$ cat src/rtl/pmcc_sequencer.sv
// PMC coprocessor program sequencer: fetches 32-bit words from code RAM and executes
// STORE, STOREB, LOOP, JUMP and WAITT, driving the 24-bit pixel-matrix control word.
//
// state | meaning
// IDLE  | not running, waiting for start
// FETCH | code RAM read issued at pc
// EXEC  | instruction word on code_rdata, acted on this cycle
// WAIT  | WAITT stall, wait_cnt counts down to 1
// HOLD  | STOREB issued, waiting for trig
module pmcc_sequencer #(
    parameter int ADDR_WIDTH = 6
) (
    input  logic                  clk,
    input  logic                  rst,
    input  logic                  start,
    input  logic                  stop,
    input  logic [ADDR_WIDTH-1:0] start_addr,
    input  logic                  trig,
    output logic                  code_req,
    output logic [ADDR_WIDTH-1:0] code_addr,
    input  logic [31:0]           code_rdata,
    output logic [23:0]           out_data,
    output logic                  out_we,
    output logic                  busy,
    output logic                  done,
    output logic [ADDR_WIDTH-1:0] pc
);

    typedef enum logic [2:0] {
        S_IDLE  = 3'd0,
        S_FETCH = 3'd1,
        S_EXEC  = 3'd2,
        S_WAIT  = 3'd3,
        S_HOLD  = 3'd4
    } state_t;

    localparam logic [ADDR_WIDTH-1:0] PC_ONE = 1;
    localparam logic [23:0] M_HALT = 24'hFFFFFF;

    state_t                state_q, state_d;
    logic [ADDR_WIDTH-1:0] pc_q, pc_d;
    logic [23:0]           out_data_q, out_data_d;
    logic                  loop_active_q, loop_active_d;
    logic [7:0]            loop_cnt_q, loop_cnt_d;
    logic [23:0]           wait_cnt_q, wait_cnt_d;

    logic [2:0]            opcode;
    logic                  is_store, is_storeb, is_loop, is_jump, is_waitt;
    logic [ADDR_WIDTH-1:0] tgt, pc_inc;
    logic [7:0]            loop_n;
    logic [23:0]           arg24;
    logic                  unused_instr_bits;

    assign opcode    = code_rdata[7:5];
    assign is_store  = (opcode[2:1] == 2'b11);
    assign is_storeb = (opcode[2:1] == 2'b10);
    assign is_loop   = (opcode[2:1] == 2'b01);
    assign is_jump   = (opcode == 3'b001);
    assign is_waitt  = (opcode == 3'b000);
    assign tgt       = code_rdata[8 +: ADDR_WIDTH];
    assign loop_n    = code_rdata[31:24];
    assign arg24     = code_rdata[31:8];
    assign pc_inc    = pc_q + PC_ONE;
    assign unused_instr_bits = ^code_rdata[4:0];

    always_ff @(posedge clk or posedge rst) begin
        if (rst) begin
            state_q       <= S_IDLE;
            pc_q          <= '0;
            out_data_q    <= '0;
            loop_active_q <= 1'b0;
            loop_cnt_q    <= '0;
            wait_cnt_q    <= '0;
        end else begin
            state_q       <= state_d;
            pc_q          <= pc_d;
            out_data_q    <= out_data_d;
            loop_active_q <= loop_active_d;
            loop_cnt_q    <= loop_cnt_d;
            wait_cnt_q    <= wait_cnt_d;
        end
    end

    always_comb begin
        state_d       = state_q;
        pc_d          = pc_q;
        out_data_d    = out_data_q;
        loop_active_d = loop_active_q;
        loop_cnt_d    = loop_cnt_q;
        wait_cnt_d    = wait_cnt_q;
        if (stop) begin
            // abort wins over start, trig and any store or halt in flight
            state_d       = S_IDLE;
            loop_active_d = 1'b0;
            wait_cnt_d    = '0;
        end else begin
            case (state_q)
                S_IDLE: begin
                    if (start) begin
                        pc_d    = start_addr;
                        state_d = S_FETCH;
                    end
                end
                S_FETCH: state_d = S_EXEC;
                S_EXEC: begin
                    state_d = S_FETCH;
                    if (is_store || is_storeb) begin
                        out_data_d = arg24;
                        pc_d       = pc_inc;
                        if (is_storeb) state_d = S_HOLD;
                    end else if (is_loop) begin
                        if (!loop_active_q) begin
                            if (loop_n <= 8'd1) begin
                                pc_d = pc_inc;
                            end else begin
                                loop_cnt_d    = loop_n - 8'd1;
                                loop_active_d = 1'b1;
                                pc_d          = tgt;
                            end
                        end else if (loop_cnt_q == 8'd1) begin
                            loop_active_d = 1'b0;
                            pc_d          = pc_inc;
                        end else begin
                            loop_cnt_d = loop_cnt_q - 8'd1;
                            pc_d       = tgt;
                        end
                    end else if (is_jump) begin
                        pc_d = tgt;
                    end else if (is_waitt) begin
                        if (arg24 == M_HALT) begin
                            state_d = S_IDLE;
                        end else if (arg24 == 24'd0) begin
                            pc_d = pc_inc;
                        end else begin
                            wait_cnt_d = arg24;
                            state_d    = S_WAIT;
                        end
                    end
                end
                S_WAIT: begin
                    if (wait_cnt_q <= 24'd1) begin
                        wait_cnt_d = '0;
                        pc_d       = pc_inc;
                        state_d    = S_FETCH;
                    end else begin
                        wait_cnt_d = wait_cnt_q - 24'd1;
                    end
                end
                S_HOLD: begin
                    if (trig) state_d = S_FETCH;
                end
                default: state_d = S_IDLE;
            endcase
        end
    end

    always_comb begin
        code_req  = (state_q == S_FETCH);
        code_addr = pc_q;
        busy      = (state_q != S_IDLE);
        out_we    = (state_q == S_EXEC) && !stop && (is_store || is_storeb);
        done      = (state_q == S_EXEC) && !stop && is_waitt && (arg24 == M_HALT);
        out_data  = out_data_d;
        pc        = pc_q;
    end

endmodule

$ cat config.mk
export PLATFORM = sky130hd
export DESIGN_NAME = pmcc_sequencer
export DESIGN_NICKNAME = d
export VERILOG_FILES = /design/src/rtl/pmcc_sequencer.sv
export SDC_FILE = /design/constraint.sdc
export NUM_CORES = 1
export LEC_CHECK = 0
export BUFFER_PORTS_ARGS = -buffer_cell sky130_fd_sc_hd__buf_2
export CORE_UTILIZATION = 50
export CTS_BUF_LIST = sky130_fd_sc_hd__clkbuf_16
export DETAILED_ROUTE_END_ITERATION = 6
export GPL_TIMING_DRIVEN = 1
export HOLD_SLACK_MARGIN = 0.02
export PLACE_DENSITY = 0.76
export SYNTH_ARGS = -nofsm -noshare
export SYNTH_HDL_FRONTEND = slang
export SYNTH_SLANG_ARGS = --single-unit
$ cat constraint.sdc
create_clock -name clk -period 2.3 [get_ports clk]
set_input_delay 0.115 -clock clk [delete_from_list [all_inputs] [get_ports clk]]
set_output_delay 0.115 -clock clk [all_outputs]
set_load 0.005 [all_outputs]
==> results list <==
- Yosys mapped a number of flops with a built-in enable equal to 0.
* Launching element type of the critical path: flip-flop
- Buffers from clock root to sink, at most: 2
- Die W: approximately 94 um
- CTS Sinks: 66
* Number of library cell types mapped by synthesis: between 50 and 60
- The number of buffers and inverters on the critical path is 1.
- Entering global routing, the biggest net connects 40 pins.
- In the final routed layout, each cell accounts on average for 17.4 um.
- The via count of the first global-routing pass came to ~4000.
- Power density relative to cell area: roughly 810 nW/um^2
- CP Class: reg -> reg
- Area growth from synthesis to final layout: 25.5%
- Period minus WS final: between 2 and 2.5 ns
- The number of antenna diodes in the final layout is 0.
- Setup repair after global routing could not meet its margin everywhere.
- Pins over their slew limit: 0
* H-tree levels: 3
- Total overflow reported by the global router: 0
* Cell chain of the critical path: or4_4 > nand4b_4 > o21a_4 > a2111oi_4 > buf_6 > mux2_4
- Lkg Pwr: 2.49 nW
- Global placer's final weighted congestion: 0.943
- Clk slew on worst S/H paths: 0.06 ns
* Initial Utilization: 0.514
- In the global route stage, met2 resource usage came out at 0.474.
* Detail-routed via count per cell: approximately 6.1
- Leading cell type in the layout, fill and taps excluded: buf_2
- Total standard cell area after synthesis: 4230 sq um
- Number of optimization iterations in the first detailed-route pass: 5
- Most frequently used flop master after synthesis: dfrtp_1
- Measured against its own limit, the worst slew margin works out to 0.572.
* Highest clock rate: between 400 and 500 MHz
* Initial DRC Count: 352
* IR drop worst, VDD: approximately 670 uV
- The number of antenna violations at the first check in global routing was 0.
- Core Rows: 33
* Final setup fails: 0
* Clock tree from TritonCTS: built
- Cell area after placement: approximately 4900 sq um
* Class of the tightest hold or removal check: in -> reg
- Each instance of the synthesized netlist takes up on average just under 9 sq um.
- The die covers around 8800 sq um.
- Outcome: finished, final reports clean
- For this block, the via count after detailed routing is about 4200.
* Family with the most delay on the worst path: simple AND/OR/NAND/NOR gates
- Total design power: approximately 4.3 mW
- Number of max-cap violations: 0
* I/O pins: 83
* Wire length of the first global-routing pass: around 19000 um
- Post-Synthesis Net Count: roughly 530
- Critical Path Sink Type: flip-flop
- Root Driver: clkbuf_16
- Post-route standard cell area excluding fillers: approximately 5300 sq um
- Counting the buffers created by CTS gives 9.
- Count of mapped cells out of synthesis: roughly 480
- Of all flip-flops after synthesis, the portion carrying an async set or reset was 1.00.
* Arrival time of the worst setup path: approximately 2.5 ns
- Slowest cell on crit path: or4_4
- At the end of the flow, the number of nets in the layout was 633.
- Number of synthesized register bits: between 60 and 70
* Antenna Violating Nets Remaining: 0
- Fraction of final layout cells with drive strength greater than 1: 0.297
- Post-route fraction of the period consumed by the critical path: 0.987
- Final Hold Viols: 0
- In this run the standard cell core region covers 8220 sq um.
* Highest-count cells in the layout ignoring fill and taps: buf_2, dfrtp_1, o21ai_0
- Setup slack closes at 0.0294 ns.
- Setup total negative slack on the finished layout was measured at 0 ns.
- Critical path required time: ~2.5 ns
- Along the worst path, the maximum fanout reaches 10.
* Yosys Warn Count: 0
- The share of the Yosys chip area taken by registers is 0.391.
* Highest-utilization routing layer at the global route stage: met2
- Count of port buffers added during placement: 77
- Chip Height: around 94 um
* Total routing resource utilization after global routing: 0.287
* Wire length reported by the detailed router: between 10000 and 15000 um
* Setup slack after placement: approximately 0.0066 ns
- Peak per-stage delay on the critical path: 0.55 ns
- Clk Latency, worst-skew pair: between 0.3 and 0.4 ns
- In the routed design, unresolved DRC markers number 0.
* Final setup skew: 0.0100 ns
- For met1 alone, demand over resource in global routing was 0.374.
- For this run, global-route usage on met3 was measured as 0.0663.
- At the pin with the least slew margin, the transition time is around 0.64 ns.
* HPWL after detailed placement: 8520 um
[what timing repair did]
action                                  CTS  global route
pin swaps                                 0             0
buffers inserted                          0             0
gates cloned                              0             0
endpoints found under the hold margin    27             0
endpoints found under the setup margin    1            31
resized for setup                         1             9
hold buffers                              1             0
[layer usage]
metal  vias up  part of all wire
li1       1976                 -
met1      2029              0.43
met2       216              0.48
met3        20             0.078
met4         0             0.015
met5         -                 0
[stage by stage]
stage / utilization / cells / hold slack (ns)
floorplan: - / 482 / 0.296
detailed placement: 0.602 / 674 / 0.238
global placement: 0.602 / 674 / 0.226
finish: 0.646 / 691 / 0.0707
global route: 0.646 / 691 / 0.0898
CTS: 0.640 / 691 / 0.0722
[sequential cells by signal, summed over array words and instances, names as in the netlist]
name,flops
loop_active_q,1
out_data_q,24
loop_cnt_q,8
code_addr,6
state_q,3
wait_cnt_q,24
[kinds of logic (layout without fill, tap and decap cells)]
family          after synthesis  count (layout)  share of synthesized area
buf+inv                      51             155                     0.0506
xor+xnor                     12              12                     0.0249
flops                        66              66                      0.391
fa+ha+maj                     9               9                     0.0266
simple gates                165             165                      0.197
compound gates              147             147                      0.225
mux                          32              32                     0.0850
[synthesized netlist by cell type, types with 3 or more instances]
library cell   n  share of area
o21ai_1        3         0.0036
nand2_1       43          0.038
mux2i_1        7          0.017
o211ai_1       3         0.0053
o21ai_0       47          0.056
o221ai_1       4         0.0083
nor3_1        19          0.022
o2111ai_1      3         0.0062
o22a_1         4         0.0083
ha_1           9          0.027
xnor2_1       10          0.021
a22o_1         3         0.0062
nor4_1        11          0.016
inv_1         20          0.018
o31a_1         3         0.0062
nand2b_1       4         0.0059
nor2_1        45          0.040
nor2b_1        3         0.0044
a22oi_1       13          0.023
clkbuf_1      25          0.022
nor3b_1        3         0.0053
mux2_2        23          0.061
or3_1          4         0.0059
a21oi_1       35          0.041
o22ai_1       10          0.015
nand3_1       10          0.012
nand4_1        6         0.0089
and3_1         4         0.0059
dfrtp_1       66           0.39
buf_4          6          0.011
[path summary, 6_finish.rpt]
kind                                      from        endpoint  slack [ns]  depth (start not counted)
worst min register to register  out_data_q[12]  out_data_q[12]        0.49                          1
worst min-delay path                      trig      state_q[2]        0.07                          3
min in group asynchronous                  rst    code_addr[4]        0.41                          3
max in group asynchronous                  rst   wait_cnt_q[2]        1.24                          4
worst max-delay path            wait_cnt_q[13]    code_addr[1]        0.03                          6
worst max register to register  wait_cnt_q[13]    code_addr[1]        0.03                          6
[final cells by class]
cell class,instances,area [sq um]
Clock buffer,9,225
Fill cell,696,2910
Clock inverter,7,71.3
Inverter,20,75.1
Multi-Input combinational cell,365,2400
Timing Repair Buffer,119,744
Sequential cell,66,1650
Tap cell,105,131
[power by group]
part / switching (mW) / internal [mW] / leakage (nW) / total, mW
combinational: 0.694 / 0.660 / 1.48 / 1.35
sequential: 0.153 / 1.41 / 0.864 / 1.56
clock: 0.520 / 0.836 / 0.143 / 1.36
[worst register-to-register path, stage by stage, from the launching register on]
cell and delay [ns]:
dfrtp_1 0.37, or4_4 0.55, nand4b_4 0.19, o21a_4 0.24
a2111oi_4 0.31, buf_6 0.20, mux2_4 0.30
Power figures use the tool's default switching activity.
